[src/rtl/tt_aes_byte_bridge.sv]
// Byte-serial command bridge: collects a command, address and optional write data
// from an 8-bit stream, performs one bus access, and streams read data back MSB first.
module tt_aes_byte_bridge #(
    parameter int ADDR_W = 8,
    parameter int DATA_W = 32
) (
    input  logic              clk,
    input  logic              rst,
    input  logic [7:0]        in_data,
    input  logic              in_valid,
    output logic              in_ready,
    output logic [7:0]        out_data,
    output logic              out_valid,
    input  logic              out_ready,
    output logic              busy,
    output logic              err,
    output logic              cs,
    output logic              we,
    output logic [ADDR_W-1:0] address,
    output logic [DATA_W-1:0] write_data,
    input  logic [DATA_W-1:0] read_data
);

    localparam int ADDR_BYTES = ADDR_W / 8;
    localparam int DATA_BYTES = DATA_W / 8;
    localparam int MAX_BYTES  = (ADDR_BYTES > DATA_BYTES) ? ADDR_BYTES : DATA_BYTES;
    localparam int CNT_W      = $clog2(MAX_BYTES) + 1;
    localparam logic [CNT_W-1:0] ADDR_LAST = CNT_W'(ADDR_BYTES - 1);
    localparam logic [CNT_W-1:0] DATA_LAST = CNT_W'(DATA_BYTES - 1);

    typedef enum logic [2:0] {
        IDLE  = 3'd0,
        ADDR  = 3'd1,
        WDATA = 3'd2,
        ISSUE = 3'd3,
        RDOUT = 3'd4
    } state_t;

    state_t              state_reg;
    logic [CNT_W-1:0]    cnt_reg;
    logic                we_flag_reg;
    logic [DATA_W-1:0]   rd_shift_reg;
    logic [ADDR_W-1:0]   address_next;
    logic [DATA_W-1:0]   write_data_next;

    // Byte-lane shifters: the new byte enters lane 0, every other lane takes its lower neighbour.
    genvar gi;
    generate
        for (gi = 0; gi < ADDR_BYTES; gi++) begin : g_addr_lane
            if (gi == 0) begin : g_low
                assign address_next[7:0] = in_data;
            end else begin : g_up
                assign address_next[gi*8 +: 8] = address[(gi-1)*8 +: 8];
            end
        end
        for (gi = 0; gi < DATA_BYTES; gi++) begin : g_wdata_lane
            if (gi == 0) begin : g_low
                assign write_data_next[7:0] = in_data;
            end else begin : g_up
                assign write_data_next[gi*8 +: 8] = write_data[(gi-1)*8 +: 8];
            end
        end
    endgenerate

    assign in_ready = !rst && (state_reg == IDLE || state_reg == ADDR || state_reg == WDATA);
    assign out_data = rd_shift_reg[DATA_W-1 -: 8];

    always_ff @(posedge clk) begin
        if (rst) begin
            state_reg    <= IDLE;
            cnt_reg      <= '0;
            we_flag_reg  <= 1'b0;
            rd_shift_reg <= '0;
            cs           <= 1'b0;
            we           <= 1'b0;
            busy         <= 1'b0;
            out_valid    <= 1'b0;
            err          <= 1'b0;
            address      <= '0;
            write_data   <= '0;
        end else begin
            cs <= 1'b0;
            we <= 1'b0;
            case (state_reg)
                IDLE: begin
                    if (in_valid) begin
                        if (in_data[6:0] != 7'd0) begin
                            err <= 1'b1;
                        end else begin
                            we_flag_reg <= in_data[7];
                            cnt_reg     <= '0;
                            busy        <= 1'b1;
                            state_reg   <= ADDR;
                        end
                    end
                end
                ADDR: begin
                    if (in_valid) begin
                        address <= address_next;
                        if (cnt_reg == ADDR_LAST) begin
                            cnt_reg <= '0;
                            if (we_flag_reg) begin
                                state_reg <= WDATA;
                            end else begin
                                state_reg <= ISSUE;
                                cs        <= 1'b1;
                            end
                        end else begin
                            cnt_reg <= cnt_reg + 1'b1;
                        end
                    end
                end
                WDATA: begin
                    if (in_valid) begin
                        write_data <= write_data_next;
                        if (cnt_reg == DATA_LAST) begin
                            cnt_reg   <= '0;
                            state_reg <= ISSUE;
                            cs        <= 1'b1;
                            we        <= 1'b1;
                        end else begin
                            cnt_reg <= cnt_reg + 1'b1;
                        end
                    end
                end
                ISSUE: begin
                    cnt_reg <= '0;
                    if (we_flag_reg) begin
                        busy      <= 1'b0;
                        state_reg <= IDLE;
                    end else begin
                        rd_shift_reg <= read_data;
                        out_valid    <= 1'b1;
                        state_reg    <= RDOUT;
                    end
                end
                RDOUT: begin
                    if (out_ready) begin
                        rd_shift_reg <= rd_shift_reg << 8;
                        if (cnt_reg == DATA_LAST) begin
                            cnt_reg   <= '0;
                            out_valid <= 1'b0;
                            busy      <= 1'b0;
                            state_reg <= IDLE;
                        end else begin
                            cnt_reg <= cnt_reg + 1'b1;
                        end
                    end
                end
                default: begin
                    busy      <= 1'b0;
                    out_valid <= 1'b0;
                    state_reg <= IDLE;
                end
            endcase
        end
    end

endmodule

[config.mk]
export PLATFORM = sky130hd
export DESIGN_NAME = tt_aes_byte_bridge
export DESIGN_NICKNAME = d
export VERILOG_FILES = /design/src/rtl/tt_aes_byte_bridge.sv
export SDC_FILE = /design/constraint.sdc
export NUM_CORES = 1
export LEC_CHECK = 0
export BUFFER_PORTS_ARGS = -buffer_cell sky130_fd_sc_hd__buf_2
export CAP_MARGIN = 15
export CORE_MARGIN = 2
export CORE_UTILIZATION = 44
export DETAILED_ROUTE_END_ITERATION = 6
export GPL_TIMING_DRIVEN = 0
export HOLD_SLACK_MARGIN = 0.02
export PLACE_DENSITY_LB_ADDON = 0.12
export SLEW_MARGIN = 25
export SYNTH_ARGS = -nofsm -noshare
export SYNTH_HDL_FRONTEND = slang
export SYNTH_SLANG_ARGS = --single-unit
[constraint.sdc]
create_clock -name clk -period 1.9 [get_ports clk]
set_input_delay 0.19 -clock clk [delete_from_list [all_inputs] [get_ports clk]]
set_output_delay 0.19 -clock clk [all_outputs]
set_load 0.02 [all_outputs]
==> results of run 1 <==
worst register-to-register path, delay by kind of cell (launching register included):
family                   cells  cell delay, ps
AND/OR/NAND/NOR              1             480
adder cells (fa/ha/maj)      2             470
AO/OA/AOI/OAI                3             450
flip-flops                   1             350
logic make-up (layout without fill, tap and decap cells):
family	count (synthesis)	count (layout)	share of synthesized area [%]
adder cells (fa/ha/maj)	4	4	1.35
AO/OA/AOI/OAI	101	101	20.0
multiplexers	27	27	7.28
AND/OR/NAND/NOR	150	150	18.4
flip-flops	84	84	45.3
buffers and inverters	45	158	7.68
layout make-up:
cell class	instances	area, um2
tap	105	131
clock buffer	10	138
sequential	84	1680
clock inverter	6	47.5
multi-input combinational	282	1750
fill	790	3700
inverter	5	18.8
timing repair buffer	97	485
buffer	40	267
per-layer routing:
metal  global-route usage [%]  vias to the layer above  wire length, um
li1                         -                     1634                -
met1                     27.5                     1434             4350
met2                     30.0                       84             3950
met3                     3.21                        9              361
met4                     6.43                        0              100
met5                        0                        -                0
cells in the final DEF (no fill, tap or decap), types with 3 or more instances in the layout:
cell type,n
buf_2,106
nand2_1,84
dfxtp_1,84
a21oi_1,48
nor2_1,40
mux2i_1,27
a211oi_2,19
clkbuf_1,12
buf_4,10
clkbuf_8,10
a22oi_1,8
buf_6,6
a211oi_1,6
inv_1,5
nand2b_1,4
ha_1,4
nand3_1,3
nor3_1,3
a21o_1,3
clkinv_4,3
per-stage QoR:
step	hold WS (ps)	instances
6_report	82.7	629
5_1_grt	91.1	629
3_5_place_dp	445	613
3_3_place_gp	440	613
2_1_floorplan	326	411
4_1_cts	74.5	629
power breakdown:
part,internal [mW],leakage [nW],switching (mW)
Clock,0.520,0.0928,0.668
Combinational,0.0582,1.00,0.0927
Sequential,1.76,0.677,0.00196
final timing paths:
kind | from | to | slack [ps] | cells after the start
worst min register to register | write_data[29] | write_data[29] | 450 | 2
worst min-delay path | read_data[6] | rd_shift_reg[6] | 80 | 3
worst max-delay path | cnt_reg[0] | cnt_reg[0] | 110 | 6
worst max register to register | cnt_reg[0] | cnt_reg[0] | 110 | 6
==> flow_summary.json, run 1 <==
{
  "syn_area_per_cell_um2": 9.04,
  "total_power_mw": 3.10,
  "finalCritPeriodShare_pct": 94.4,
  "dp_hpwl_mm": 6.42,
  "min_path_type": "in2reg",
  "crit_chain": "ha_1 > ha_1 > or4b_1 > o31ai_1 > o21ai_0 > a2bb2o_2",
  "synthTopCellsByArea": "dfxtp_1 (45%), nand2_1 (8.5%), mux2i_1 (7.3%), a21oi_1 (6.5%), a211oi_2 (6.4%)",
  "run_status": "finished clean",
  "synth_ff_type": "dfxtp_1",
  "grt_max_degree": 16,
  "finClkSkew_ps": 15.2,
  "postCtsHoldBufs": 0,
  "syn_to_final_growth_pct": 21.6,
  "synth_fp_nets": 459,
  "cts_num_sinks": 84,
  "drt_first_pass_iters": 5,
  "critical_path.max_stage_delay_ps": 480,
  "insertion_delay_ps": 350,
  "end_kind": "register",
  "coreArea_mm2": 0.00822,
  "ioPinCount": 98,
  "synth_top_area_share_pct": 45.3,
  "cts_root_buf": "clkbuf_8",
  "maxSlewHeadroom_pct": 51.8,
  "ys_seq_area_share_pct": 45.3,
  "pwr_density_cell_mw_per_mm2": 687,
  "route.vias.total": 3161,
  "finalSetupViolCount": 0,
  "fmax_mhz": 557,
  "worst_ep_required_time_ps": 2190,
  "critPathKind": "reg2reg",
  "antenna_found_initial": 0,
  "clock_path_buffers": 2,
  "n_antenna_cell": 0,
  "critPathMaxFanout": 6,
  "numPortBuffers": 97,
  "p_leak_nw": 1.77,
  "via_per_inst": 5.03,
  "async_reset_ff_share_pct": 0,
  "die_w_um": 95.9,
  "ys_types": 48,
  "wl_per_cell_um": 13.9,
  "worst_slack_ps": 106,
  "fin_tns_setup_ps": 0,
  "finalHoldViolations": 0,
  "maxCapViolCount": 0,
  "drc": 0,
  "die_h_um": 95.9,
  "nets": 567,
  "slew_violations": 0,
  "cts.repair.resized": 0,
  "overflow": 0,
  "start_util_pct": 45.2,
  "grt_usage_pct": 19.4,
  "tightestPinTransition_ps": 723,
  "synth_edf_count": 0,
  "drt_iter0_drc": 102,
  "mappedNetlistArea_mm2": 0.00371,
  "grt_pass1_vias": 2888,
  "critPathMostFrequentCell": "ha_1",
  "grt_pass1_wl_mm": 13.9,
  "synth_top_area_cell": "dfxtp_1",
  "synthesis.instances": 411,
  "row_count": 33,
  "dieArea_mm2": 0.00919,
  "ant_nets": 0,
  "path_delay_family": "simple AND/OR/NAND/NOR gates",
  "worst-path-buf-inv": 0,
  "cts_setup_buffers": 0,
  "cts_inserted_buffers": 9,
  "clk_pin_slew_ps": 100,
  "h-tree-depth": 3,
  "dp_slack_ps": 152,
  "tritoncts": "yes",
  "layout-drive-gt1-share_pct": 32.4,
  "final.min_clock_period_ps": 1790,
  "cp_slowest_cell": "or4b_1",
  "start_kind": "register",
  "synth_common_cells": "dfxtp_1 (84), nand2_1 (84), a21oi_1 (48)",
  "post-route-util_pct": 55.0,
  "cp.arrival_ps": 2090,
  "drt_wl_total_mm": 8.76,
  "yosys_register_bits": 84,
  "rsz0062_at_grt": "no",
  "irDropWorstVdd_uv": 329,
  "finalInstanceArea_mm2": 0.00452,
  "detailed_place.area_mm2": 0.00433,
  "yosysWarningCount": 0,
  "place_congestion": 0.767
}
No activity file was read; power rests on OpenSTA's default activity.
==> run 2, diff against run 1 <==
--- a/config.mk
+++ b/config.mk
@@ -5,6 +5,7 @@
 export SDC_FILE = /design/constraint.sdc
 export NUM_CORES = 1
 export LEC_CHECK = 0
+export ABC_AREA = 1
 export BUFFER_PORTS_ARGS = -buffer_cell sky130_fd_sc_hd__buf_2
 export CAP_MARGIN = 15
 export CORE_MARGIN = 2
==> run 2 against run 1 <==
Largest cell class is now registers; core utilization is 1.4 points higher; fmax is 1.4% higher; combinational power grew to 6.5 times the previous value.
==> flow_summary.json, run 2 <==
{
  "row_count": 32,
  "place_congestion": 0.879,
  "synthesis.instances": 472,
  "crit_chain": "buf_6 > nor2_1 > nand2_1 > nand2_2 > o21ai_0 > inv_1 > buf_2",
  "tightestPinTransition_ps": 594,
  "coreArea_mm2": 0.00781,
  "finalInstanceArea_mm2": 0.00440,
  "dp.cells": 670,
  "dp_hpwl_mm": 6.51,
  "finalSetupViolCount": 0,
  "crit_start": "state_reg[2]",
  "grt_pass1_vias": 2865,
  "syn_area_per_cell_um2": 7.56,
  "cp_slowest_cell": "dfxtp_1",
  "worst-path-buf-inv": 3,
  "ant_nets": 0,
  "final_cell_mix": "buf_2 (106), nand2_1 (83), dfxtp_1 (83), o21ai_0 (71)",
  "grt_pass1_wl_mm": 14.0,
  "die_h_um": 94.1,
  "cts_root_buf": "clkbuf_8",
  "worst_ep_required_time_ps": 1710,
  "maxCapViolCount": 0,
  "cts_setup_buffers": 0,
  "worst_r2r_path_depth": 10,
  "nets": 627,
  "finalNonFillerCells": 686,
  "detailed_place.area_mm2": 0.00418,
  "end_kind": "output port",
  "r2r_slack_ps": 270,
  "postCtsHoldBufs": 0,
  "drt_first_pass_iters": 4,
  "worst_slack_ps": 131,
  "ys_seq_area_share_pct": 47.1,
  "synth_ff_type": "dfxtp_1",
  "clk_pin_slew_ps": 80,
  "worst-path-stages": 7,
  "min_path_type": "in2reg",
  "r2r-end": "state_reg[0]",
  "fillCellCount": 765,
  "yosys_register_bits": 84,
  "critPathMaxFanout": 7,
  "async_reset_ff_share_pct": 0,
  "irDropWorstVdd_uv": 536,
  "start_util_pct": 45.7,
  "p_leak_nw": 1.96,
  "synth_top_area_cell": "dfxtp_1",
  "cts.repair.resized": 0,
  "critical_path.max_stage_delay_ps": 310,
  "finalHoldViolations": 0,
  "synth_common_cells": "dfxtp_1 (84), nand2_1 (84), o21ai_0 (71)",
  "mappedNetlistArea_mm2": 0.00357,
  "dieArea_mm2": 0.00885,
  "grt_usage_pct": 20.2,
  "cts_num_sinks": 84,
  "yosysWarningCount": 0,
  "via_per_inst": 4.89,
  "finClkSkew_ps": 10.9,
  "overflow": 0,
  "insertion_delay_ps": 360,
  "final_common_cell": "buf_2",
  "pwr_density_cell_mw_per_mm2": 995,
  "synth_fp_nets": 520,
  "drt_iter0_drc": 149,
  "dp_slack_ps": 312,
  "critPathKind": "reg2out",
  "rsz0062_at_grt": "no",
  "synth_top_area_share_pct": 47.1,
  "tritoncts": "yes",
  "clock_path_buffers": 2,
  "maxSlewHeadroom_pct": 60.4,
  "layout-drive-gt1-share_pct": 27.1,
  "drc": 0,
  "cp.arrival_ps": 1580,
  "ioPinCount": 98,
  "run_status": "finished clean",
  "finalCritPeriodShare_pct": 93.1,
  "n_antenna_cell": 0,
  "crit_end": "in_ready",
  "ys_types": 25,
  "synth_edf_count": 0,
  "drt_wl_total_mm": 8.81,
  "fin_tns_setup_ps": 0,
  "numPortBuffers": 96,
  "fmax_mhz": 565,
  "synthTopCellsByArea": "dfxtp_1 (47%), o21ai_0 (10%), nand2_1 (8.8%), a21oi_1 (6.3%), inv_1 (4.7%)",
  "grt_max_degree": 16,
  "path_delay_family": "simple AND/OR/NAND/NOR gates",
  "r2r-start": "cnt_reg[0]",
  "wl_per_cell_um": 12.8,
  "antenna_found_initial": 0,
  "syn_to_final_growth_pct": 23.3,
  "h-tree-depth": 3,
  "total_power_mw": 4.38,
  "route.vias.total": 3355,
  "slew_violations": 0,
  "cts_inserted_buffers": 9,
  "die_w_um": 94.1,
  "start_kind": "register",
  "final.min_clock_period_ps": 1770
}
## run 2: final cells by class
class                           count  area (um2)  area share (%)
Multi-Input combinational cell    302        1500            34.0
Clock inverter                      5        67.6            1.54
Clock buffer                       11         151            3.44
Inverter                           49         184            4.18
Tap cell                          102         128            2.90
Timing Repair Buffer               96         480            10.9
Sequential cell                    84        1680            38.3
Buffer                             37         208            4.72
## run 2: how the worst min path moves through the flow
stage	from	to	slack (ps)	cells after the start
6_report	read_data[5]	rd_shift_reg[5]	80	3
5_1_grt	read_data[6]	rd_shift_reg[6]	70	3
4_1_cts	read_data[5]	rd_shift_reg[5]	70	3
3_5_place_dp	write_data[25]	write_data[25]	430	2
3_3_place_gp	write_data[27]	write_data[27]	430	2
2_1_floorplan	in_data[0]	address[0]	320	2
## run 2: report_power, final
| part | internal, mW | leakage (nW) | switching [mW] |
|---|---|---|---|
| clock | 0.699 | 0.112 | 0.690 |
| combinational | 0.327 | 1.17 | 0.655 |
| sequential | 1.91 | 0.678 | 0.0923 |
| total | 2.94 | 1.96 | 1.44 |
## run 2: cells by family after synthesis
group                    count (synthesis)  synth area share, %
adder cells (fa/ha/maj)                  4                 1.40
flip-flops                              84                 47.1
AND/OR/NAND/NOR                        149                 18.0
AO/OA/AOI/OAI                          149                 22.5
buffers and inverters                   86                 11.0
## run 2: per-stage QoR
step | util, % | hold WS [ps]
floorplan | - | 325
global placement | 53.5 | 429
detailed placement | 53.5 | 433
CTS | 56.3 | 73.5
global route | 56.3 | 74.9
finish | 56.3 | 85.0
## run 2: per-layer routing
layer	vias up	wire length (um)	GRT usage (%)
met3	6	545	4.49
met2	101	3910	29.9
met5	-	0	0
met4	0	64	6.04
li1	1756	-	-
met1	1492	4290	29.2
## run 2: tightest hold or removal path, cell delays in order
cell	delay, ps
buf_2	100
nand3_2	60
a21oi_2	40
==> run 3, diff against run 2 <==
--- a/config.mk
+++ b/config.mk
@@ -6,7 +6,7 @@
 export NUM_CORES = 1
 export LEC_CHECK = 0
 export ABC_AREA = 1
-export BUFFER_PORTS_ARGS = -buffer_cell sky130_fd_sc_hd__buf_2
+export BUFFER_PORTS_ARGS = -buffer_cell sky130_fd_sc_hd__buf_4
 export CAP_MARGIN = 15
 export CORE_MARGIN = 2
 export CORE_UTILIZATION = 44
@@ -14,6 +14,7 @@
 export GPL_TIMING_DRIVEN = 0
 export HOLD_SLACK_MARGIN = 0.02
 export PLACE_DENSITY_LB_ADDON = 0.12
+export SETUP_SLACK_MARGIN = 0.5
 export SLEW_MARGIN = 25
 export SYNTH_ARGS = -nofsm -noshare
 export SYNTH_HDL_FRONTEND = slang
==> run 3 against run 2 <==
Register-to-register slack better by 130 ps; cell area is 18% higher; clock power down 16%; cell count is 3.5% higher; flip-flop and latch count is the same; core utilization rose by 10 points; critical path depth unchanged.
==> flow_summary.json, run 3 (synthesis gave the netlist of run 2 again) <==
{
  "run_status": "finished clean",
  "post-route-util_pct": 66.3,
  "grt_pass1_wl_mm": 15.5,
  "clk_pin_slew_ps": 90,
  "row_count": 32,
  "p_int_mw": 3.01,
  "tritoncts": "yes",
  "route.vias.total": 3575,
  "finalSetupViolCount": 0,
  "final_cell_mix": "buf_4 (121), dfxtp_1 (80), nand2_1 (77), o21ai_0 (52), inv_1 (44)",
  "final_common_cell": "buf_4",
  "place_congestion": 0.896,
  "critical_path.max_stage_delay_ps": 320,
  "cp_slowest_cell": "dfxtp_2",
  "critPathKind": "reg2out",
  "grt_max_degree": 16,
  "drc": 0,
  "via_per_inst": 5.04,
  "dieArea_mm2": 0.00885,
  "crit_start": "state_reg[2]",
  "nets": 651,
  "syn_to_final_growth_pct": 45.1,
  "crit_end": "in_ready",
  "overflow": 0,
  "postCtsHoldBufs": 0,
  "grt_usage_pct": 22.2,
  "die_w_um": 94.1,
  "switchingPower_mw": 1.60,
  "p_clk_share_pct": 25.4,
  "r2r-end": "address[5]",
  "dp_hpwl_mm": 6.61,
  "irDropWorstVdd_uv": 678,
  "maxSlewHeadroom_pct": 56.8,
  "cts_num_sinks": 84,
  "worst_ep_required_time_ps": 1710,
  "worst_r2r_path_depth": 9,
  "critPathMaxFanout": 5,
  "cts_root_buf": "clkbuf_8",
  "start_util_pct": 45.7,
  "die_h_um": 94.1,
  "crit_chain": "buf_6 > nor2_4 > nand2_4 > nand2_4 > o21ai_2 > inv_1 > buf_6",
  "wl_per_cell_um": 14.2,
  "p_leak_nw": 2.18,
  "h-tree-depth": 3,
  "end_kind": "output port",
  "fmax_mhz": 642,
  "r2r_slack_ps": 400,
  "cp.arrival_ps": 1370,
  "pwr_density_cell_mw_per_mm2": 889,
  "tightestPinTransition_ps": 648,
  "start_kind": "register",
  "finalCritPeriodShare_pct": 82.0,
  "fillCellCount": 680,
  "r2r-start": "state_reg[2]",
  "final.min_clock_period_ps": 1560,
  "grt_pass1_vias": 3254,
  "final-seq-area_mm2": 0.00169,
  "finalHoldViolations": 0,
  "clock_path_buffers": 2,
  "rsz0062_at_grt": "yes",
  "cts_inserted_buffers": 9,
  "ant_nets": 0,
  "layout-drive-gt1-share_pct": 37.5,
  "p_sw_share_pct": 34.6,
  "drt_first_pass_iters": 4,
  "finClkSkew_ps": 9.81,
  "power_frac_seq_pct": 44.1,
  "numPortBuffers": 96,
  "fin_tns_setup_ps": 0,
  "drt_wl_total_mm": 10.0,
  "min_path_type": "in2reg",
  "coreArea_mm2": 0.00781,
  "ioPinCount": 98,
  "multi_input_area_mm2": 0.00172,
  "maxCapViolCount": 0,
  "combinationalPowerShare_pct": 30.5,
  "slew_violations": 0,
  "antenna_found_initial": 0,
  "insertion_delay_ps": 360,
  "n_antenna_cell": 0,
  "drt_iter0_drc": 182
}
[run 3: cell count changes in the layout (fill, tap and decap cells not counted), sizes merged]
cell | previous run | this run
buf | 120 | 145
clkinvlp | 0 | 3
clkbuf | 24 | 22
bufinv | 1 | 0
inv | 51 | 50
[run 3: metrics by stage]
step / setup slack (ps) / instance area, um2 / hold slack, ps / total power [mW] / cells
final: 341 / 5180 / 87.7 / 4.60 / 710
after detailed placement: 280 / 4420 / 437 / 3.12 / 670
after global placement: 343 / 4420 / 432 / 3.11 / 670
after floorplan: 509 / 3570 / 325 / 2.70 / 472
after CTS: 400 / 4820 / 80.1 / 4.42 / 698
after global routing: 273 / 5180 / 85.6 / 4.84 / 710
[run 3: power groups by stage]
stage / logic, mW / clock network, mW / registers [mW]
2_1_floorplan: 0.525 / 0 / 2.18
3_3_place_gp: 1.06 / 0 / 2.05
3_5_place_dp: 1.07 / 0 / 2.05
4_1_cts: 1.22 / 1.17 / 2.02
5_1_grt: 1.52 / 1.26 / 2.05
6_report: 1.40 / 1.17 / 2.03
[run 3: layout make-up]
class	instances	area share [%]
Sequential cell	84	32.7
Clock inverter	6	0.942
Timing Repair Buffer	120	19.1
Multi-Input combinational cell	302	33.2
Inverter	49	3.60
Buffer	37	5.51
Tap cell	102	2.46
Clock buffer	10	2.46
[run 3: layer usage]
| metal | GRT usage (%) | routed length [um] | up-vias |
|---|---|---|---|
| li1 | - | - | 1821 |
| met1 | 31.2 | 4630 | 1638 |
| met2 | 33.8 | 4710 | 104 |
| met3 | 4.98 | 589 | 12 |
| met4 | 7.00 | 119 | 0 |
| met5 | 0 | 0 | - |
[run 3: worst min-delay path by stage]
stage / cells past startpoint / to / from
after CTS: 3 / address[4] / in_data[4]
final: 3 / address[6] / in_data[6]
after global routing: 3 / rd_shift_reg[6] / read_data[6]
after detailed placement: 2 / write_data[28] / write_data[28]
after floorplan: 2 / address[0] / in_data[0]
after global placement: 2 / write_data[27] / write_data[27]
[run 3: timing repair]
action                     in CTS  in global routing
gates resized for setup        47                 82
setup endpoints to repair      49                 76
setup buffers                  11                  7
cloned                          1                  5
pin swaps                       8                  8
[run 3: critical path, delay by kind of cell (launching register included)]
kind            cells  cell delay, ps
flops               1             320
buf+inv             3             310
simple gates        3             320
compound gates      1              50
